--- src/rtl/norm_seq_ctrl.sv ---
// Post-mantissa normalisation sequencer: chunked leading-one scan, then normal/denormal shift.
// Optional `define NORM_STICKY_EN adds out_sticky (OR of the bits shifted below the fraction).
module norm_seq_ctrl #(
  parameter int unsigned CHUNK = 10
) (
  input  logic        clk,
  input  logic        rst_n,
  input  logic        in_valid,
  output logic        in_ready,
  input  logic [49:0] in_mant,
  input  logic [7:0]  in_exp,
  input  logic        in_sign,
  output logic        out_valid,
  input  logic        out_ready,
  output logic [21:0] out_mant,
  output logic [7:0]  out_exp,
  output logic        out_sign,
  output logic        out_zero,
`ifdef NORM_STICKY_EN
  output logic        out_sticky,
`endif
  output logic        out_ovf
);

  localparam int unsigned NCH = (50 + CHUNK - 1) / CHUNK;

  typedef enum logic [1:0] {IDLE, SCAN, SHIFT, DONE} state_t;

  state_t      state_q, state_d;
  logic [49:0] mant_q;
  logic [7:0]  exp_q;
  logic [5:0]  cnt_q;
  logic [5:0]  lead_q;

  logic        hit;
  logic [5:0]  hit_pos;
  logic        last_chunk;
  int unsigned base, win_hi, win_lo;

  logic [8:0]  norm, e1, shamt, exp_res;
  logic [49:0] shifted;
  logic [21:0] frac;
  logic        ovf;

  assign in_ready  = (state_q == IDLE) && rst_n;
  assign out_valid = (state_q == DONE);

  // Window for chunk c spans [49-c*CHUNK : max(0, 49-(c+1)*CHUNK+1)]; ascending loop keeps the highest hit.
  always_comb begin
    hit     = 1'b0;
    hit_pos = '0;
    base    = 32'(cnt_q) * CHUNK;
    win_hi  = (base <= 32'd49) ? 32'd49 - base : 32'd0;
    win_lo  = (win_hi + 1 >= CHUNK) ? win_hi + 1 - CHUNK : 32'd0;
    for (int unsigned i = 0; i < 50; i++) begin
      if (i <= win_hi && i >= win_lo && mant_q[i]) begin
        hit     = 1'b1;
        hit_pos = 6'(i);
      end
    end
    last_chunk = (32'(cnt_q) == NCH - 1);
  end

  always_comb begin
    norm = 9'd49 - {3'b000, lead_q};
    e1   = {1'b0, exp_q} + 9'd1;
    if (e1 < norm) begin
      shamt   = {1'b0, exp_q} + 9'd2;
      exp_res = '0;
    end else begin
      shamt   = norm + 9'd1;
      exp_res = e1 - norm;
    end
    shifted = mant_q << shamt;
    frac    = 22'(shifted >> 28);
    ovf     = (exp_res >= 9'd255);
  end

  always_ff @(posedge clk or negedge rst_n) begin
    if (!rst_n) state_q <= IDLE;
    else        state_q <= state_d;
  end

  always_comb begin
    state_d = state_q;
    case (state_q)
      IDLE:  if (in_valid) state_d = SCAN;
      SCAN:  if (hit) state_d = SHIFT;
             else if (last_chunk) state_d = DONE;
      SHIFT: state_d = DONE;
      DONE:  if (out_ready) state_d = IDLE;
      default: state_d = IDLE;
    endcase
  end

  always_ff @(posedge clk or negedge rst_n) begin
    if (!rst_n) begin
      mant_q     <= '0;
      exp_q      <= '0;
      cnt_q      <= '0;
      lead_q     <= '0;
      out_mant   <= '0;
      out_exp    <= '0;
      out_sign   <= 1'b0;
      out_zero   <= 1'b0;
      out_ovf    <= 1'b0;
`ifdef NORM_STICKY_EN
      out_sticky <= 1'b0;
`endif
    end else begin
      case (state_q)
        IDLE: if (in_valid) begin
          mant_q     <= in_mant;
          exp_q      <= in_exp;
          out_sign   <= in_sign;
          cnt_q      <= '0;
          lead_q     <= '0;
          out_mant   <= '0;
          out_exp    <= '0;
          out_zero   <= 1'b0;
          out_ovf    <= 1'b0;
`ifdef NORM_STICKY_EN
          out_sticky <= 1'b0;
`endif
        end
        SCAN: begin
          if (hit) begin
            lead_q <= hit_pos;
          end else if (last_chunk) begin
            out_zero <= 1'b1;
            out_mant <= '0;
            out_exp  <= '0;
            out_ovf  <= 1'b0;
          end else begin
            cnt_q <= cnt_q + 6'd1;
          end
        end
        SHIFT: begin
          if (ovf) begin
            out_ovf    <= 1'b1;
            out_exp    <= '1;
            out_mant   <= '0;
`ifdef NORM_STICKY_EN
            out_sticky <= 1'b0;
`endif
          end else begin
            out_mant   <= frac;
            out_exp    <= exp_res[7:0];
`ifdef NORM_STICKY_EN
            out_sticky <= |shifted[27:0];
`endif
          end
        end
        default: ;
      endcase
    end
  end

endmodule
--- config.mk ---
export PLATFORM = sky130hd
export DESIGN_NAME = norm_seq_ctrl
export DESIGN_NICKNAME = d
export VERILOG_FILES = /design/src/rtl/norm_seq_ctrl.sv
export SDC_FILE = /design/constraint.sdc
export NUM_CORES = 1
export LEC_CHECK = 0
export CAP_MARGIN = 0
export CORE_ASPECT_RATIO = 0.5
export CORE_MARGIN = 4
export CORE_UTILIZATION = 56
export CTS_CLUSTER_DIAMETER = 50
export CTS_CLUSTER_SIZE = 30
export DETAILED_ROUTE_END_ITERATION = 8
export PLACE_DENSITY = 0.8
export SLEW_MARGIN = 20
export SYNTH_ARGS = -nofsm -noshare
export SYNTH_HDL_FRONTEND = slang
export SYNTH_SLANG_ARGS = --single-unit
--- constraint.sdc ---
create_clock -name clk -period 7.05 [get_ports clk]
set_input_delay 1.0575 -clock clk [delete_from_list [all_inputs] [get_ports clk]]
set_output_delay 1.0575 -clock clk [all_outputs]
set_load 0.02 [all_outputs]
==> results.py <==
metrics = {
    "clock_tree": {
        "cts.sinks": 105,
        "h-tree-depth": 3,
        "cts_hold_buf": 0,
        "cts_tree": "done",
        "clk_pin_slew_ps": 70,
        "cts_buffer_depth": 2,
        "root_buffer": "clkbuf_16",
        "clkLatencyLatePin_ps": 370,
        "cts_made_buffers": 9,
    },
    "placed_design": {
        "place_inst": 1647,
        "gp_congestion": 1.06,
        "io_buffers": 97,
        "place_ws_ps": 97.0,
        "post_dp_cell_area_um2": 12000,
        "dp_hpwl_mm": 31.2,
    },
    "logic_synthesis": {
        "synthArstFlopShare_pct": 100,
        "synth_area_leaders": "dfrtp_1 24%, mux2_2 7.7%, mux2i_1 5.6%",
        "yosysUniqueCellTypes": 88,
        "synth_cells": 1335,
        "synthTopCellsByCount": "115 x nand2_1, 110 x nor2_1, 105 x dfrtp_1",
        "synth.top_cell.area_share_pct": 24.5,
        "synth_edf_count": 0,
        "yosysMostFrequentCell": "nand2_1",
        "syn_area_um2": 10700,
        "synth_seq_cells": 105,
        "avgSynthCellArea_um2": 8.05,
        "synth_top_cell_by_area": "dfrtp_1",
        "seq_area_frac_synth_pct": 24.5,
        "synth_ff_type": "dfrtp_1",
        "ys_warn_count": 0,
    },
    "timing": {
        "finalHoldViolations": 0,
        "tightest_slew_ps": 1200,
        "slew_viol_final": 0,
        "skew_ps": 12.9,
        "slew_headroom_pct": 19.9,
        "finalSetupViolCount": 0,
        "fin_crit_ps": 6640,
        "fmax_mhz": 151,
        "tns_ps": 0,
        "setup_slack_ps": 410,
        "rsz0062_at_grt": "false",
        "fin_crit_sh_pct": 94.2,
    },
    "routing": {
        "first_pass_iters": 9,
        "route.met2.wl_mm": 16.9,
        "wl_per_cell_um": 24.4,
        "maxUsedRoutingLayer": "met4",
        "ant_nets": 0,
        "num_vias": 12000,
        "wl_met3_mm": 5.37,
        "vias_per_cell": 7.20,
        "drc": 0,
        "wl_met1_mm": 17.4,
        "drt_iter0_markers": 1857,
        "drt_wl_total_mm": 40.7,
    },
    "critical_path": {
        "path_class": "flip-flop to flip-flop",
        "worstReg2RegEnd": "out_mant[12]",
        "crit_start": "cnt_q[3]",
        "critical_path_arrival_ps": 6890,
        "end_kind": "flip-flop",
        "required_ps": 7300,
        "startpoint_type": "flip-flop",
        "rrSetupSlack_ps": 410,
        "r2r_start": "cnt_q[3]",
        "path_max_fanout": 9,
        "worstRegToRegCells": 21,
    },
    "finish": {
        "area_growth_pct": 14.8,
        "postLayoutCellArea_um2": 12300,
        "stdcell_count": 1665,
        "antenna_cells": 0,
        "layout.nets": 1502,
        "drive_above_1_share_pct": 11.7,
    },
    "floorplan": {
        "coreArea_um2": 18600,
        "die_area_um2": 21600,
        "rows": 35,
        "num_io_pins": 98,
        "die_height_um": 106,
        "initial_core_util_pct": 57.7,
        "die_w_um": 204,
    },
    "grt": {
        "grt_overflow": 0,
        "grtUsageTotal_pct": 36.4,
        "grt_pass1_vias": 10800,
        "antenna_found_initial": 0,
        "grt_pass1_wl_mm": 62.2,
        "grt_max_degree": 79,
    },
    "hold_path": {
        "min_from": "out_mant[21]",
        "min_path_cells": 2,
        "min_to": "out_mant[21]",
        "hold_class": "flip-flop to flip-flop",
    },
    "job": {
        "max_cap_viol_count": 0,
    },
    "outcome": {
        "status": "finished clean",
    },
}
-- worst max path at each step --
stage	end	cells past startpoint
floorplan	out_mant[10]	27
global placement	out_mant[1]	20
detailed placement	out_mant[17]	21
CTS	out_mant[12]	22
global route	out_mant[2]	23
finish	out_mant[12]	21
-- repair_timing --
item	in CTS	in global routing
endpoints found under the setup margin	0	15
resized for setup	0	2
buffers inserted	0	2
-- layout by cell type (no fill, tap or decap), types with 7 or more instances in the layout --
master           synthesis  routed
xnor2_1                 24      24
or3_1                   10      10
nor2_1                 110     108
a32oi_1                  8       8
nor2b_1                 11      11
nand2b_1                14      14
nor3b_1                  8       8
inv_1                   33      33
o211ai_1                29      29
o22a_1                   9       9
buf_4                    4      29
xor2_1                  11      11
mux2_2                  73      73
o31ai_1                 12      12
a221oi_1                 7       7
dfrtp_1                105     105
o21ai_0                 74      73
mux2i_1                 60      60
and2_1                  18      18
nor3_1                  49      49
a21oi_1                 61      60
nand2_1                115     114
o31a_1                   7       7
or2_2                   14      14
o2111ai_1                8       8
a21o_1                  16      16
a211oi_1                22      22
o221ai_1                15      14
and3_1                  13      13
o22ai_1                 60      60
clkdlybuf4s50_1          0      96
clkbuf_16                0       9
a31oi_1                 22      22
nand4_1                 24      24
nand3_1                 36      35
ha_1                    36      36
o21a_1                  11      11
nor4_1                  13      12
and4_1                   7       7
-- metal layers --
metal	vias up	GRT usage (%)
met2	842	53.7
met1	5735	53.7
li1	5297	-
met3	117	9.27
met5	-	0
met4	0	7.60
-- logic make-up (layout without fill, tap and decap cells) --
logic type	Yosys count	after routing	synth area share (%)
other	1	6	0.0349
multiplexers	133	133	13.2
adder cells (fa/ha/maj)	38	38	4.57
XOR/XNOR	35	35	2.85
AND/OR/NAND/NOR	463	463	21.5
AO/OA/AOI/OAI	449	449	29.2
flip-flops	105	105	24.5
buffers and inverters	111	177	4.18
-- flip-flops by register name (all words and copies together), names as in the netlist --
signal	count
mant_q	50
out_mant	22
exp_q	8
out_exp	8
cnt_q	6
lead_q	6
state_q	2
out_ovf	1
out_sign	1
out_zero	1
-- final cells by class --
cell class / instances / area [µm²]
clock buffers: 10 / 229
clock inverters: 6 / 75.1
fillers: 1617 / 6280
inverters: 34 / 128
multi-input cells: 1124 / 7740
flip-flops and latches: 105 / 2630
well taps: 259 / 324
repair buffers: 127 / 1210
-- critical path: stages (launching register included) --
cell and delay [ps]:
dfrtp_1 450, ha_1 310, ha_1 200, inv_1 70, fa_1 440, nand2b_1 220, nor4_2 340, o221a_2 420
nand2_1 120, nor2_2 240, ha_1 290, and4_1 270, and4_1 300, o21ai_1 330, a211o_1 270, o22ai_1 200
o31a_1 330, or4_1 700, o21a_1 270, nor3_4 230, buf_12 170, mux2_2 340
-- stage by stage --
stage          hold slack, ps  utilization, %
3_5_place_dp              461            64.4
3_3_place_gp              458            64.3
5_1_grt                   498            66.3
4_1_cts                   480            66.0
2_1_floorplan             515               -
6_report                  476            66.3
Power is left out: the tool's default activity adds up to more than one toggle a clock period on the data nets, which glitch-free logic cannot reach.
